==> config.mk <==
export PLATFORM = sky130hd
export DESIGN_NAME = keynote_voice_tracker_flat
export DESIGN_NICKNAME = d
export VERILOG_FILES = /design/src/rtl/keynote_pkg.sv /design/src/rtl/keynote_voice_tracker_if.sv /design/src/rtl/keynote_map.sv /design/src/rtl/keynote_voice_tracker.sv /design/src/flat_wrapper.sv
export SDC_FILE = /design/constraint.sdc
export NUM_CORES = 1
export LEC_CHECK = 0
export ABC_AREA = 0
export ABC_CLOCK_PERIOD_IN_PS = 4800
export CORE_ASPECT_RATIO = 1.75
export CORE_UTILIZATION = 40
export DETAILED_ROUTE_END_ITERATION = 8
export GPL_TIMING_DRIVEN = 0
export MAX_ROUTING_LAYER = met4
export SETUP_SLACK_MARGIN = 0.05
export SYNTH_ARGS = -nofsm -noshare
export SYNTH_HDL_FRONTEND = slang
export SYNTH_SLANG_ARGS = --single-unit
==> constraint.sdc <==
create_clock -name clk -period 4.8 [get_ports clk]
set_input_delay 0.72 -clock clk [delete_from_list [all_inputs] [get_ports clk]]
set_output_delay 0.72 -clock clk [all_outputs]
set_load 0.005 [all_outputs]
==> src/rtl/keynote_pkg.sv <==
// Shared types and constants for the polyphonic scan-code voice tracker.
// Note table covers home row (0-11), top row (12-23) and shift/bottom row (24-35).
package keynote_pkg;

    typedef enum logic [1:0] {
        StIdle,
        StBreak,
        StExt,
        StExtBrk
    } parse_state_e;

    localparam logic [7:0] SC_BREAK = 8'hF0;
    localparam logic [7:0] SC_EXT = 8'hE0;
    localparam int unsigned NUM_NOTES = 36;
    localparam int unsigned BASE_W = 17;

    localparam logic [BASE_W-1:0] BASE_PERIOD [0:NUM_NOTES-1] = '{
        17'd22727, 17'd21452, 17'd20248, 17'd19111, 17'd18039, 17'd17026,
        17'd16070, 17'd15169, 17'd14317, 17'd13514, 17'd12755, 17'd12039,
        17'd23393, 17'd22080, 17'd20841, 17'd19671, 17'd18567, 17'd17525,
        17'd16541, 17'd15613, 17'd14737, 17'd13910, 17'd13129, 17'd12392,
        17'd11697, 17'd11040, 17'd10420, 17'd9836,  17'd9284,  17'd8762,
        17'd8271,  17'd7806,  17'd7368,  17'd6955,  17'd6564,  17'd6196
    };

    // Out-of-range note indices read as silence rather than indexing past the table.
    function automatic logic [BASE_W-1:0] base_period(logic [5:0] note);
        return (32'(note) < NUM_NOTES) ? BASE_PERIOD[note] : '0;
    endfunction

endpackage

==> src/rtl/keynote_voice_tracker_if.sv <==
// Byte-stream and per-voice output bundle between the PS/2 receiver, tracker and tone counters.
interface keynote_voice_tracker_if #(
    parameter int unsigned NUM_VOICES = 2,
    parameter int unsigned PERIOD_W   = 17,
    parameter int unsigned OCT_W      = 2
);
    logic                           scan_valid;
    logic [7:0]                     scan_code;
    logic                           oct_up;
    logic                           oct_dn;
    logic [NUM_VOICES-1:0]          voice_active;
    logic [NUM_VOICES*PERIOD_W-1:0] voice_period;
    logic [OCT_W-1:0]               octave;
    logic                           drop;

    modport master (
        output scan_valid, scan_code, oct_up, oct_dn,
        input  voice_active, voice_period, octave, drop
    );

    modport slave (
        input  scan_valid, scan_code, oct_up, oct_dn,
        output voice_active, voice_period, octave, drop
    );

endinterface

==> src/rtl/keynote_map.sv <==
// Combinational scan code to note index lookup; hit=0 for keys with no note.
module keynote_map (
    input  logic [7:0] code,
    output logic       hit,
    output logic [5:0] note_idx
);

    always_comb begin
        hit      = 1'b1;
        note_idx = '0;
        case (code)
            8'h1C: note_idx = 6'd0;
            8'h1B: note_idx = 6'd1;
            8'h23: note_idx = 6'd2;
            8'h2B: note_idx = 6'd3;
            8'h34: note_idx = 6'd4;
            8'h33: note_idx = 6'd5;
            8'h3B: note_idx = 6'd6;
            8'h42: note_idx = 6'd7;
            8'h4B: note_idx = 6'd8;
            8'h4C: note_idx = 6'd9;
            8'h52: note_idx = 6'd10;
            8'h5A: note_idx = 6'd11;
            8'h15: note_idx = 6'd12;
            8'h1D: note_idx = 6'd13;
            8'h24: note_idx = 6'd14;
            8'h2D: note_idx = 6'd15;
            8'h2C: note_idx = 6'd16;
            8'h35: note_idx = 6'd17;
            8'h3C: note_idx = 6'd18;
            8'h43: note_idx = 6'd19;
            8'h44: note_idx = 6'd20;
            8'h4D: note_idx = 6'd21;
            8'h54: note_idx = 6'd22;
            8'h5B: note_idx = 6'd23;
            8'h59: note_idx = 6'd24;
            8'h1A: note_idx = 6'd25;
            8'h22: note_idx = 6'd26;
            8'h21: note_idx = 6'd27;
            8'h2A: note_idx = 6'd28;
            8'h32: note_idx = 6'd29;
            8'h31: note_idx = 6'd30;
            8'h3A: note_idx = 6'd31;
            8'h41: note_idx = 6'd32;
            8'h49: note_idx = 6'd33;
            8'h4A: note_idx = 6'd34;
            8'h12: note_idx = 6'd35;
            default: hit = 1'b0;
        endcase
    end

endmodule

==> src/rtl/keynote_voice_tracker.sv <==
// Polyphonic PS/2 key tracker: parses make/break/extended prefixes, allocates held keys to
// voices and emits registered per-voice half-period counts scaled by a saturating octave.
module keynote_voice_tracker
    import keynote_pkg::*;
#(
    parameter int unsigned NUM_VOICES = 2,
    parameter int unsigned PERIOD_W   = 17,
    parameter int unsigned OCT_MAX    = 2
) (
    input  logic                    clk,
    input  logic                    reset,
    keynote_voice_tracker_if.slave  bus
);

    localparam int unsigned OCT_W = (OCT_MAX > 0) ? $clog2(OCT_MAX + 1) : 1;

    parse_state_e                   state;
    logic                           map_hit;
    logic [5:0]                     map_note;
    logic                           make_ev;
    logic                           break_ev;
    logic [NUM_VOICES-1:0]          held;
    logic [NUM_VOICES-1:0]          alloc;
    logic [NUM_VOICES-1:0]          active_q;
    logic [7:0]                     key_q [NUM_VOICES];
    logic [5:0]                     note_q [NUM_VOICES];
    logic [OCT_W-1:0]               octave_q;
    logic                           drop_q;
    logic [NUM_VOICES-1:0]          active_out_q;
    logic [NUM_VOICES*PERIOD_W-1:0] period_out_q;

    keynote_map u_map (
        .code     (bus.scan_code),
        .hit      (map_hit),
        .note_idx (map_note)
    );

    // Prefix bytes never generate events; only a completing byte does.
    always_comb begin
        make_ev  = 1'b0;
        break_ev = 1'b0;
        if (bus.scan_valid && bus.scan_code != SC_BREAK && bus.scan_code != SC_EXT) begin
            if (state == StIdle) begin
                make_ev = map_hit;
            end else if (state == StBreak) begin
                break_ev = map_hit;
            end
        end
    end

    always_comb begin
        logic found;
        held  = '0;
        alloc = '0;
        found = 1'b0;
        for (int i = 0; i < int'(NUM_VOICES); i++) begin
            held[i] = active_q[i] && (key_q[i] == bus.scan_code);
            if (!active_q[i] && !found) begin
                alloc[i] = 1'b1;
                found    = 1'b1;
            end
        end
    end

    always_ff @(posedge clk or posedge reset) begin
        if (reset) begin
            state <= StIdle;
        end else if (bus.scan_valid) begin
            case (state)
                StIdle: begin
                    if (bus.scan_code == SC_BREAK) state <= StBreak;
                    else if (bus.scan_code == SC_EXT) state <= StExt;
                end
                StBreak: begin
                    if (bus.scan_code == SC_BREAK) state <= StBreak;
                    else if (bus.scan_code == SC_EXT) state <= StExtBrk;
                    else state <= StIdle;
                end
                StExt: begin
                    if (bus.scan_code == SC_BREAK) state <= StExtBrk;
                    else if (bus.scan_code == SC_EXT) state <= StExt;
                    else state <= StIdle;
                end
                default: state <= StIdle;
            endcase
        end
    end

    always_ff @(posedge clk or posedge reset) begin
        if (reset) begin
            active_q <= '0;
            drop_q   <= 1'b0;
            for (int i = 0; i < int'(NUM_VOICES); i++) begin
                key_q[i]  <= '0;
                note_q[i] <= '0;
            end
        end else begin
            drop_q <= 1'b0;
            if (make_ev && held == '0) begin
                if (alloc == '0) begin
                    drop_q <= 1'b1;
                end else begin
                    for (int i = 0; i < int'(NUM_VOICES); i++) begin
                        if (alloc[i]) begin
                            active_q[i] <= 1'b1;
                            key_q[i]    <= bus.scan_code;
                            note_q[i]   <= map_note;
                        end
                    end
                end
            end else if (break_ev) begin
                for (int i = 0; i < int'(NUM_VOICES); i++) begin
                    if (held[i]) begin
                        active_q[i] <= 1'b0;
                        key_q[i]    <= '0;
                    end
                end
            end
        end
    end

    always_ff @(posedge clk or posedge reset) begin
        if (reset) begin
            octave_q <= '0;
        end else if (bus.oct_up && !bus.oct_dn && octave_q != OCT_W'(OCT_MAX)) begin
            octave_q <= octave_q + 1'b1;
        end else if (bus.oct_dn && !bus.oct_up && octave_q != '0) begin
            octave_q <= octave_q - 1'b1;
        end
    end

    // Output stage sees voice table and octave one edge after they change.
    always_ff @(posedge clk or posedge reset) begin
        if (reset) begin
            active_out_q <= '0;
            period_out_q <= '0;
        end else begin
            active_out_q <= active_q;
            for (int i = 0; i < int'(NUM_VOICES); i++) begin
                period_out_q[i*PERIOD_W +: PERIOD_W] <= active_q[i] ?
                    (PERIOD_W'(base_period(note_q[i])) >> octave_q) : '0;
            end
        end
    end

    assign bus.voice_active = active_out_q;
    assign bus.voice_period = period_out_q;
    assign bus.octave       = octave_q;
    assign bus.drop         = drop_q;

endmodule
==> src/flat_wrapper.sv <==
// flat-port wrapper written by rule: the top's interface ports become plain ports
module keynote_voice_tracker_flat import keynote_pkg::*;
#(
    parameter int unsigned NUM_VOICES = 2,
    parameter int unsigned PERIOD_W   = 17,
    parameter int unsigned OCT_MAX    = 2
)
  (clk, reset, bus_scan_valid, bus_scan_code, bus_oct_up, bus_oct_dn, bus_voice_active, bus_voice_period, bus_octave, bus_drop);
  keynote_voice_tracker_if #(.NUM_VOICES(NUM_VOICES), .PERIOD_W(PERIOD_W)) bus_i ();
  input  logic clk;
  input  logic reset;
  input wire logic [$bits(bus_i.scan_valid)-1:0] bus_scan_valid;
  input wire logic [$bits(bus_i.scan_code)-1:0] bus_scan_code;
  input wire logic [$bits(bus_i.oct_up)-1:0] bus_oct_up;
  input wire logic [$bits(bus_i.oct_dn)-1:0] bus_oct_dn;
  output wire logic [$bits(bus_i.voice_active)-1:0] bus_voice_active;
  output wire logic [$bits(bus_i.voice_period)-1:0] bus_voice_period;
  output wire logic [$bits(bus_i.octave)-1:0] bus_octave;
  output wire logic [$bits(bus_i.drop)-1:0] bus_drop;
  assign bus_i.scan_valid = bus_scan_valid;
  assign bus_i.scan_code = bus_scan_code;
  assign bus_i.oct_up = bus_oct_up;
  assign bus_i.oct_dn = bus_oct_dn;
  assign bus_voice_active = bus_i.voice_active;
  assign bus_voice_period = bus_i.voice_period;
  assign bus_octave = bus_i.octave;
  assign bus_drop = bus_i.drop;
  keynote_voice_tracker #(.NUM_VOICES(NUM_VOICES), .PERIOD_W(PERIOD_W), .OCT_MAX(OCT_MAX)) u_core (.clk(clk), .reset(reset), .bus(bus_i));
endmodule
==> results.json <==
{
  "finalMaxSlewViolations": 0,
  "dp_hpwl_um": 13900,
  "startpoint": "bus_scan_code[4]",
  "antenna_found_initial": 0,
  "cts_tree": "built",
  "ant_nets": 0,
  "core-area_mm2": 0.0144,
  "synthTopCellsByArea": "dfrtp_1 (28%), ha_1 (7.2%), o21ai_0 (5.6%)",
  "cts-resized-gates": 0,
  "cts-hold-fix-buffers": 0,
  "synthCells": 697,
  "firstDrtPassIters": 5,
  "grt_max_degree": 68,
  "worstReg2RegStart": "u_core.note_q[1]$_DFFE_PP0P_",
  "drive_gt1_share_pct": 9.63,
  "worst_pin_slew_ns": 1.03,
  "numCtsBuffers": 9,
  "synth_largest_area_cell": "dfrtp_1",
  "crit_path_end_kind": "flop",
  "post-route-util_pct": 47.6,
  "p_int_mw": 1.63,
  "finalClockSkew_ns": 0.00609,
  "yosysUniqueCellTypes": 70,
  "via_per_inst": 5.98,
  "r2r_cells": 10,
  "dpl.cell_count": 923,
  "worstPathMaxFanout": 10,
  "async_reset_ff_share_pct": 100,
  "clockPowerShare_pct": 22.6,
  "rsz0062_at_grt": "false",
  "area_growth_pct": 15.8,
  "diodes": 0,
  "fin_crit_ns": 3.65,
  "placementRows": 58,
  "post_cts_buffers": 0,
  "finalCritPeriodShare_pct": 76.0,
  "cts.clk_slew.worst_paths_ns": 0.05,
  "cp-start-kind": "primary input",
  "finalSetupViolations": 0,
  "grt_pass1_vias": 5782,
  "yosys_warnings": 0,
  "seqPwrFrac_pct": 30.7,
  "root_buffer": "clkbuf_16",
  "synth_most_common_cell": "dfrtp_1",
  "seq_area_frac_synth_pct": 28.4,
  "synth_area_mm2": 0.00590,
  "nets": 801,
  "ys_seq_elements": 67,
  "start_util_pct": 41.1,
  "power.total_mw": 2.60,
  "worstReg2RegEnd": "u_core.bus.voice_period[27]$_DFF_PP0_",
  "synth.top_cell.area_share_pct": 28.4,
  "place_congestion": 0.950,
  "drc": 0,
  "drt-total-wl_um": 17900,
  "worstSetupPathType": "primary input to flop",
  "fmax_mhz": 274,
  "powerDensity_mw_per_mm2": 380,
  "die_y_um": 163,
  "track_usage_pct": 25.6,
  "avgSynthCellArea_um2": 8.47,
  "tns_ns": 0,
  "relSlewSlack_pct": 31.3,
  "wl_per_cell_um": 19.1,
  "synth_common_cells": "dfrtp_1 (67), o21ai_0 (66), nand2_1 (64)",
  "ff2ff_setup_slack_ns": 1.53,
  "fin_hold_ws_ns": 0.417,
  "clkLatencyLatePin_ns": 0.34,
  "p_leak_nw": 2.77,
  "crit_arrival_ns": 3.87,
  "synthFlopType": "dfrtp_1",
  "cp.required_ns": 5.02,
  "p_sw_uw": 968,
  "synth_edf_count": 0,
  "io_buffers": 43,
  "drv_cap": 0,
  "vias": 5612,
  "chipWidth_um": 93.8,
  "hold_class": "flop to flop",
  "status": "finished clean",
  "cts_sinks": 67,
  "stdcell_count": 938,
  "crit_end": "u_core.note_q[2]$_DFFE_PP0P_",
  "hold_viol": 0,
  "drt_iter0_drc": 494,
  "ios": 52,
  "grt_pass1_wl_um": 29400,
  "peakVddDrop_mv": 0.163,
  "overflow": 0,
  "die_area_mm2": 0.0153,
  "p_sw_share_pct": 37.2,
  "combinationalPowerShare_pct": 46.7,
  "clockBufferDepth": 2,
  "ctsHtreeMaxLevel": 3
}
layout by cell type (no fill, tap or decap), drive strengths merged, types with 5 or more instances in the layout:
master         synthesis  routed
a211oi                 7       7
a21oi                 37      37
a22o                   7       7
a311oi                 5       5
and2                   5       5
buf                   27      27
clkbuf                34      46
clkdlybuf4s50          0      43
clkinv                 2       5
dfrtp                 67      67
ha                    34      34
inv                   36      36
mux2                  13      13
mux2i                 31      31
mux4                  11      11
nand2                 64      64
nand2b                15      15
nand3                 16      16
nor2                  37      37
nor2b                 21      21
nor3                  12      12
nor3b                  9       9
nor4b                  6       6
o211ai                14      14
o21a                   5       5
o21ai                 67      67
o22ai                 22      22
or3                    5       5
xnor2                 17      17
cells by family (layout without fill, tap and decap cells):
kind of cell	count (synthesis)	count (layout)	synth area share (%)
other	1	4	0.0635
muxes	55	55	12.1
xor gates and xnor gates	19	19	2.82
and+or+nand+nor	214	214	19.5
adders and majority gates	35	35	7.37
buffers and inverters	99	157	7.14
DFF	67	67	28.4
AOI/OAI and AO/OA	207	207	22.7
area by class of cell:
class | instances | area, µm²
multi-input combinational | 534 | 3820
fill | 1435 | 7530
clock buffer | 12 | 246
buffer | 61 | 279
clock inverter | 3 | 15.0
sequential | 67 | 1680
inverter | 38 | 145
tap | 180 | 225
timing repair buffer | 43 | 430
power groups by stage:
stage	Combinational, mW	Clock [mW]	Sequential, mW
finish	1.21	0.588	0.797
CTS	1.21	0.600	0.800
global placement	1.20	0	0.804
global route	1.33	0.629	0.816
floorplan	0.750	0	0.799
detailed placement	1.20	0	0.808
state kept, by name, summed over array words and instances (netlist names):
| name | count |
|---|---|
| u_core.key_q | 16 |
| u_core.active_q | 2 |
| u_core.bus.voice_period | 30 |
| u_core.bus.voice_active | 2 |
| u_core.bus.drop | 1 |
| u_core.bus.octave | 2 |
| u_core.note_q | 12 |
| u_core.state | 2 |
metal layers:
metal | track usage (%) | wire length [µm]
met5 | - | 0
met4 | 15.0 | 913
met3 | 3.69 | 733
met2 | 46.4 | 9840
met1 | 25.3 | 6440
per-stage QoR:
step | setup WS [ns] | cell area, µm²
2_1_floorplan | 1.81 | 5920
3_3_place_gp | 0.852 | 6570
3_5_place_dp | 0.836 | 6570
4_1_cts | 1.19 | 6840
5_1_grt | 0.893 | 6840
6_report | 1.15 | 6840
worst min-delay path by stage:
stage	depth (start not counted)	startpoint	end
floorplan	0	u_core.active_q[0]$_DFFE_PP0P_	u_core.bus.voice_active[0]$_DFF_PP0_
finish	0	u_core.active_q[0]$_DFFE_PP0P_	u_core.bus.voice_active[0]$_DFF_PP0_
detailed placement	0	u_core.active_q[0]$_DFFE_PP0P_	u_core.bus.voice_active[0]$_DFF_PP0_
global route	0	u_core.active_q[0]$_DFFE_PP0P_	u_core.bus.voice_active[0]$_DFF_PP0_
CTS	0	u_core.active_q[0]$_DFFE_PP0P_	u_core.bus.voice_active[0]$_DFF_PP0_
global placement	0	u_core.active_q[0]$_DFFE_PP0P_	u_core.bus.voice_active[0]$_DFF_PP0_
worst max-delay path: stages:
cell and delay (ns):
clkdlybuf4s50_1 0.48, nor4b_2 0.92, nor3b_1 0.34, a31oi_1 0.08, nor4b_2 0.23, a21oi_2 0.26
and4_4 0.25, buf_6 0.12, buf_6 0.14, mux2_4 0.30
(Power assumes the default switching activity.)
